`src/rtl/bf_pkg.sv`:
```
// bf_pkg: Brainfuck opcodes, loader terminators and state types shared by loader and cpu_core
package bf_pkg;
  localparam logic [7:0] OP_INC_PTR = 8'h3E;
  localparam logic [7:0] OP_DEC_PTR = 8'h3C;
  localparam logic [7:0] OP_INC     = 8'h2B;
  localparam logic [7:0] OP_DEC     = 8'h2D;
  localparam logic [7:0] OP_OUT     = 8'h2E;
  localparam logic [7:0] OP_IN      = 8'h2C;
  localparam logic [7:0] OP_JZ      = 8'h5B;
  localparam logic [7:0] OP_JNZ     = 8'h5D;
  localparam logic [7:0] TERM_NUL   = 8'h00;
  localparam logic [7:0] TERM_EOT   = 8'h04;

  typedef enum logic [2:0] {L_IDLE, L_RECV, L_PAD, L_CHECK, L_DONE, L_ERR} loader_state_t;
  typedef enum logic [1:0] {R_IDLE, R_START, R_DATA, R_STOP} rx_state_t;

  function automatic logic is_term(input logic [7:0] b);
    return b == TERM_NUL || b == TERM_EOT;
  endfunction

  function automatic logic is_cmd(input logic [7:0] b);
    return b inside {OP_INC_PTR, OP_DEC_PTR, OP_INC, OP_DEC, OP_OUT, OP_IN, OP_JZ, OP_JNZ};
  endfunction
endpackage

```
`src/rtl/uart_rx.sv`:
```
// uart_rx: 8N1 LSB-first receiver with false-start rejection; valid/frame_err pulse on the stop-bit centre sample
module uart_rx
  import bf_pkg::*;
#(
  parameter int CLK_HZ = 12000000,
  parameter int BAUD   = 115200
) (
  input  logic       clk,
  input  logic       resetn,
  input  logic       rx,
  output logic [7:0] data,
  output logic       valid,
  output logic       frame_err
);
  localparam int DIV  = CLK_HZ / BAUD;
  localparam int HALF = DIV / 2;
  localparam int CW   = $clog2(DIV);

  rx_state_t st, st_n;
  logic [CW-1:0] cnt, cnt_n;
  logic [2:0] bidx, bidx_n;
  logic [7:0] sh, sh_n;
  logic [2:0] sr;
  logic rx_s, rx_p, stop_hit;

  assign rx_s = sr[1];
  assign rx_p = sr[2];
  assign stop_hit = st == R_STOP && cnt == CW'(DIV - 1);
  assign data = sh;
  assign valid = stop_hit && rx_s;
  assign frame_err = stop_hit && !rx_s;

  always_ff @(posedge clk or negedge resetn) begin
    if (!resetn) begin
      sr   <= 3'b111;
      st   <= R_IDLE;
      cnt  <= '0;
      bidx <= '0;
      sh   <= '0;
    end else begin
      sr   <= {sr[1:0], rx};
      st   <= st_n;
      cnt  <= cnt_n;
      bidx <= bidx_n;
      sh   <= sh_n;
    end
  end

  always_comb begin
    st_n   = st;
    cnt_n  = cnt + 1'b1;
    bidx_n = bidx;
    sh_n   = sh;
    case (st)
      R_IDLE: begin
        cnt_n = '0;
        st_n  = (rx_p && !rx_s) ? R_START : R_IDLE;
      end
      R_START: if (cnt == CW'(HALF - 1)) begin
        cnt_n  = '0;
        bidx_n = '0;
        st_n   = rx_s ? R_IDLE : R_DATA;
      end
      R_DATA: if (cnt == CW'(DIV - 1)) begin
        cnt_n  = '0;
        sh_n   = {rx_s, sh[7:1]};
        bidx_n = bidx + 1'b1;
        st_n   = (bidx == 3'd7) ? R_STOP : R_DATA;
      end
      default: if (stop_hit) begin
        cnt_n = '0;
        st_n  = R_IDLE;
      end
    endcase
  end
endmodule

```
`src/rtl/uart_prog_loader.sv`:
```
// uart_prog_loader: UART-fed program-memory loader with zero padding and bracket check; `LOADER_FILTER_EN keeps only BF commands
module uart_prog_loader
  import bf_pkg::*;
#(
  parameter int PROG_ADDR_WIDTH = 14,
  parameter int PROG_LEN        = 16383,
  parameter int CLK_HZ          = 12000000,
  parameter int BAUD            = 115200
) (
  input  logic                       clk,
  input  logic                       resetn,
  input  logic                       rx,
  input  logic                       load_req,
  output logic                       prog_we,
  output logic [PROG_ADDR_WIDTH-1:0] prog_addr,
  output logic [7:0]                 prog_wr,
  output logic                       loaded,
  output logic                       busy,
  output logic                       bracket_err,
  output logic [PROG_ADDR_WIDTH-1:0] prog_count
);
  localparam logic [PROG_ADDR_WIDTH-1:0] LAST = PROG_ADDR_WIDTH'(PROG_LEN - 1);

  loader_state_t state, state_n;
  logic [PROG_ADDR_WIDTH-1:0] addr, addr_n, depth, depth_n, cnt_n, pa_n;
  logic [7:0] rx_data, wr_n;
  logic rx_valid, rx_ferr, keep, err_n, loaded_n, we_n;

  uart_rx #(.CLK_HZ(CLK_HZ), .BAUD(BAUD)) u_rx (
    .clk      (clk),
    .resetn   (resetn),
    .rx       (rx),
    .data     (rx_data),
    .valid    (rx_valid),
    .frame_err(rx_ferr)
  );

`ifdef LOADER_FILTER_EN
  assign keep = is_cmd(rx_data);
`else
  assign keep = 1'b1;
`endif

  assign busy = state == L_RECV || state == L_PAD;

  always_ff @(posedge clk or negedge resetn) begin
    if (!resetn) begin
      state       <= L_IDLE;
      addr        <= '0;
      depth       <= '0;
      prog_count  <= '0;
      bracket_err <= 1'b0;
      loaded      <= 1'b0;
      prog_we     <= 1'b0;
      prog_addr   <= '0;
      prog_wr     <= '0;
    end else begin
      state       <= state_n;
      addr        <= addr_n;
      depth       <= depth_n;
      prog_count  <= cnt_n;
      bracket_err <= err_n;
      loaded      <= loaded_n;
      prog_we     <= we_n;
      prog_addr   <= pa_n;
      prog_wr     <= wr_n;
    end
  end

  // load_req wins in every state, so it doubles as the abort path
  always_comb begin
    state_n  = state;
    addr_n   = addr;
    depth_n  = depth;
    cnt_n    = prog_count;
    err_n    = bracket_err;
    loaded_n = loaded;
    we_n     = 1'b0;
    pa_n     = prog_addr;
    wr_n     = prog_wr;
    if (load_req) begin
      state_n  = L_RECV;
      addr_n   = '0;
      depth_n  = '0;
      cnt_n    = '0;
      err_n    = 1'b0;
      loaded_n = 1'b0;
    end else begin
      case (state)
        L_RECV: if (rx_valid && !rx_ferr) begin
          if (is_term(rx_data)) begin
            state_n = L_PAD;
          end else if (keep) begin
            we_n    = 1'b1;
            pa_n    = addr;
            wr_n    = rx_data;
            addr_n  = addr + 1'b1;
            cnt_n   = prog_count + 1'b1;
            depth_n = (rx_data == OP_JZ) ? depth + 1'b1 :
                      (rx_data == OP_JNZ && depth != '0) ? depth - 1'b1 : depth;
            err_n   = bracket_err || (rx_data == OP_JNZ && depth == '0);
            state_n = (addr == LAST) ? L_CHECK : L_RECV;
          end
        end
        L_PAD: begin
          we_n    = 1'b1;
          pa_n    = addr;
          wr_n    = 8'h00;
          addr_n  = addr + 1'b1;
          state_n = (addr == LAST) ? L_CHECK : L_PAD;
        end
        L_CHECK: begin
          err_n    = bracket_err || depth != '0;
          loaded_n = !err_n;
          state_n  = err_n ? L_ERR : L_DONE;
        end
        default: ;
      endcase
    end
  end
endmodule

```
`config.mk`:
```
export PLATFORM = sky130hd
export DESIGN_NAME = uart_prog_loader
export DESIGN_NICKNAME = d
export VERILOG_FILES = /design/src/rtl/bf_pkg.sv /design/src/rtl/uart_rx.sv /design/src/rtl/uart_prog_loader.sv
export SDC_FILE = /design/constraint.sdc
export NUM_CORES = 1
export LEC_CHECK = 0
export CORE_MARGIN = 2
export CORE_UTILIZATION = 50
export CTS_CLUSTER_DIAMETER = 80
export DETAILED_ROUTE_END_ITERATION = 8
export PLACE_DENSITY = 0.71
export SETUP_SLACK_MARGIN = 0.3
export SLEW_MARGIN = 5
export SYNTH_ARGS = -nofsm -noshare
export SYNTH_HDL_FRONTEND = slang
export SYNTH_SLANG_ARGS = --single-unit
```
`constraint.sdc`:
```
create_clock -name clk -period 4.9 [get_ports clk]
set_input_delay 0.98 -clock clk [delete_from_list [all_inputs] [get_ports clk]]
set_output_delay 0.98 -clock clk [all_outputs]
set_load 0.03 [all_outputs]
```
-- Word-level counts from Yosys, hierarchy flattened
Cells that the tools add are included.
- mux-type cells: 51
- bitwise logic cells: 1
- add/sub/neg operators: 6
- reductions and logical operators: 37
- equal/unequal tests: 20
- operator list (cell ; count):
    $mux 14 ; 15
    $pmux 14 s2 ; 2
    $add 14x1->14 const B ; 3
    $mux 7 ; 3
    $pmux 7 s3 ; 1
    $eq 8x7->1 const B ; 2
    $mux 8 ; 2
    $pmux 8 s2 ; 1
    $reduce_and 3->1 ; 5
    $eq 14x14->1 const B ; 1
    $logic_not 14->1 ; 1
    $reduce_bool 14->1 ; 1
    $sub 14x1->14 const B ; 1
    $mux 1 ; 12
    $mux 2 ; 6
    $mux 3 ; 4
    $reduce_bool 2->1 ; 5
    $pmux 3 s3 ; 1
    $reduce_bool 3->1 ; 3
    $eq 8x3->1 const B ; 1
    $logic_not 8->1 ; 1
    $reduce_and 4->1 ; 2
    $reduce_bool 4->1 ; 2
    $add 7x1->7 const B ; 1
    21 further kinds ; 39
- flip-flop bits (word level): 93
- bits of input ports: 4

-- Depth between registers and ports, before layout
- word-level depth: 8
- gate-level depth with buffers: 10
- gate-level depth less buffers: 10

-- Cells and area by module
From an unflattened synthesis, not the netlist that was laid out.
- cell total of the unflattened synthesis: 475
- area total of the unflattened synthesis: 4883.4 um^2
- by module, submodules not included (module ; area an instance (um^2) ; times used ; cells each):
    uart_prog_loader ; 3749.8 ; 1 ; 384
    uart_rx ; 1133.6 ; 1 ; 91

-- Least setup slack after synthesis
OpenSTA, ideal clock, no wires.
- path type: register to register
- start point: register u_rx.sh[5] (netlist: u_rx.data[5])
- end point: register depth[13]
- required time: 4775 ps
- clock period less this slack: 2821 ps
- slack: 2079 ps
- stages on the path, launching flop included: 10
- arrival: 2696 ps
- path through: dfrtp_1 > nor2_1 > and4b_1 > inv_1 > ha_1 > nand3_1 > or3_1 > o21ai_0 > mux2i_1 > mux2_2
- word-level cells in the longest chain between the ends: 6
- RTL lines (what ; line ; RTL):
    start: declaration ; uart_rx.sv:22 ; logic [7:0] sh, sh_n;
    start signal: assignment ; uart_rx.sv:45 ; sh <= sh_n;
    $eq 8x7->1 ; uart_prog_loader.sv:99 ; depth_n = (rx_data == OP_JZ) ? depth + 1'b1 :
    $mux 14 ; uart_prog_loader.sv:99 ;
    $mux 14 ; uart_prog_loader.sv:91 ; if (is_term(rx_data)) begin
    $mux 14 ; uart_prog_loader.sv:90 ; L_RECV: if (rx_valid && !rx_ferr) begin
    $mux 14 ; uart_prog_loader.sv:89 ; case (state)
    $mux 14 ; uart_prog_loader.sv:81 ; if (load_req) begin
    end signal: assignment ; uart_prog_loader.sv:60 ; depth <= depth_n;
    end: declaration ; uart_prog_loader.sv:25 ; logic [PROG_ADDR_WIDTH-1:0] addr, addr_n, depth, depth_n, cnt_n, pa_n;
Parallel ways exist; a longest one is shown, timed or not. The select of a mux whose other input is x is not followed.
A chain may end at the register's enable or synchronous reset.

-- Final worst setup path
Same ends and word-level chain as after synthesis.

==> run metrics <==
CP startpoint kind=flip-flop; synth warn=0; status=finished, final reports clean; routed vias/inst=5.49; Max-Cap Viols=0; Final Setup Violations=0; Final nets=562; ANT cells=0; crit path from=u_rx.data[5]; Num CTS Buffers=9; Rel. slew slack=31.9%; hold violation count in the final report=0; drt first pass iters=4; DP Area=5340 sq um; die height=102 microns; ANT nets after route=0; synth-to-layout area growth=15.7%; hold crit path type=reg2reg; main combinational cell family by area after synthesis=simple AND/OR/NAND/NOR gates; post-synthesis mux area share=2.56%; area leader, netlist=dfrtp_1; Core Area=9240 sq um; final worst slack=1.71 ns; CP max stage delay=0.45 ns; syn avg cell area=9.84 sq um; # H-tree levels=3; Worst path slowest cell=ha_1; Synth Net Count=515; minimum clock period=3.19 ns; worst-path cell chain=nor2_1, and4b_1, inv_1, ha_1, nand2_1, o211ai_1, o211ai_1, o21ai_0, mux2i_1, mux2_2; Synth async-reset ratio=100%; leakage power=2.49 nW; Post CTS Setup Buffer Count=0; vias=3664; CTS Root Cell=clkbuf_8; clk_lat worst skew=0.37 ns; Slew Limit Fails=0; Num Clock Sinks=93; final period utilization=65.1%; register area share after synthesis=48.7%; largest net degree at the start of global routing=69; initial antenna violation count=0; fillcell total=773; port bufs=43; Yosys top cell area share=47.1%; area of the die=10400 sq um; Final GP Congestion=0.876; # DRC=0; top_reg_cell synth=dfrtp_1; Most common cell on crit path=o211ai_1; Yosys reg bits=93; worst vdd ir=0.229 mV; Netlist Area Pre-Place=4780 sq um; pre-CTS setup slack=1.75 ns; vias in the first global route=3563; WL per Instance=14.9 microns; Crit. End Element=flip-flop; Highest Clock Rate=0.313 GHz; Worst Clk Skew=0.0125 ns; Clock Tree Buf Depth=2; pwr/cell area=297 nW/um^2; CP max FO=16; Row Count=35; global route overflow=0; critical path arrival=3.44 ns; Synth Area in Compound Gates=12.7%; # hold bufs at CTS=0; Design Area, Final=5530 sq um; Worst EP required=5.15 ns; Final Power=1.64 mW; Synth Area in Adders=6.70%; wirelength, routed=9.94 mm; reg-to-reg setup timing slack=1.71 ns; RSZ-0062 raised after global routing=false; Chip Width=102 microns; Initial Util=51.8%; Synth cell types=55; Synth area leaders=dfrtp_1, ha_1, nand2_1; Synth Area in XOR/XNOR=6.77%; Post-Synth Simple-Gate Area=20.3%; gr usage total=20.4%; Slew @ Worst Pin=1.02 ns; number of synthesized flops with an enable pin=0; WHS=0.360 ns; crit path kind=reg2reg; setup TNS=0 ns; post-synthesis cell count=486; CTS tree=done; Iter 0 DRT Violations=221; reg2reg start=u_rx.data[5]; first-pass GRT wire length=16.9 mm; layout cells sized above 1=7.62%; Post-CTS Resized=0; Worst-path clk slew=0.09 ns; IO Count=44; hpwl dp=7.00 mm; beginning of the worst hold path=u_rx.sr[0]
## final timing paths
path                                     end  depth (start not counted)
worst max-delay path               depth[13]                         10
worst min-delay path              u_rx.sr[1]                          0
worst max register to register     depth[13]                         10
worst min register to register    u_rx.sr[1]                          0
max in group asynchronous         u_rx.sr[2]                          2
min in group asynchronous       prog_addr[4]                          1
## cell usage in the layout (no fill, tap or decap), types with 8 or more instances in the layout
cell             synthesis  routed
a21oi_1                 30      30
a22o_1                  15      15
clkbuf_8                 0       9
clkdlybuf4s50_1          0      42
dfrtp_1                 90      90
ha_1                    24      24
inv_1                   14      14
mux2_2                  10      10
nand2_1                 77      77
nand3_1                 13      13
nor2_1                  51      51
nor3_1                  13      13
nor4_1                   8       8
o21ai_0                 21      21
xnor2_1                 24      24
xor2_1                  13      13
## per-stage QoR
stage,util (%),cells
after CTS,59.9,667
final,59.9,667
after global placement,57.8,651
after floorplan,-,486
after global routing,59.9,667
after detailed placement,57.8,651
## critical path, delay by kind of cell (launching register included)
family | cells | cell delay, ns
AND/OR/NAND/NOR | 3 | 0.67
multiplexers | 2 | 0.56
AO/OA/AOI/OAI | 3 | 0.69
adder cells (fa/ha/maj) | 1 | 0.45
flip-flops | 1 | 0.42
buffers and inverters | 1 | 0.29
## layout make-up
class	instances	area [sq um]	share of cell area, %
sequential	93	2330	42.1
timing repair buffer	46	450	8.14
clock buffer	11	131	2.37
tap	129	161	2.92
multi-input combinational	368	2340	42.3
inverter	15	56.3	1.02
clock inverter	5	60.1	1.09
## per-layer routing
metal | routed length [microns] | vias to the layer above | GRT usage, %
met5 | 0 | - | 0
met3 | 397 | 19 | 3.56
met1 | 4770 | 1780 | 28.6
li1 | - | 1795 | -
met4 | 221 | 0 | 8.31
met2 | 4550 | 70 | 31.5
## cell families after synthesis
kind of cell / Yosys count
flops: 93
mux: 11
xor+xnor: 37
compound gates: 92
buf+inv: 25
simple gates: 203
fa+ha+maj: 25
## sequential cells by signal (all words and copies together), names as in the netlist
register     flops
addr            14
bracket_err      1
depth           14
loaded           1
prog_addr       14
prog_count      14
prog_we          1
prog_wr          8
state            3
u_rx.bidx        3
u_rx.cnt         7
u_rx.data        8
u_rx.sr          3
u_rx.st          2
## cell usage after synthesis, drive strengths merged, types with 3 or more instances
library cell	number
dfrtp	90
nand2	78
nor2	51
a21oi	30
ha	24
xnor2	24
o21ai	22
a22o	15
inv	15
nand3	13
nor3	13
xor2	13
mux2	10
nor4	8
buf	6
nand4	6
nor2b	5
or3	5
a31oi	4
and2	4
clkbuf	4
nand2b	4
a211oi	3
a21o	3
and3	3
and4bb	3
dfstp	3
o211ai	3
o31ai	3
## power breakdown
group          total (mW)  switching (mW)  internal (mW)  leakage, nW
Combinational       0.277           0.181         0.0960         1.12
Sequential          0.846          0.0365          0.810         1.28
Clock               0.519           0.281          0.238       0.0939
Power figures use the tool's default switching activity.
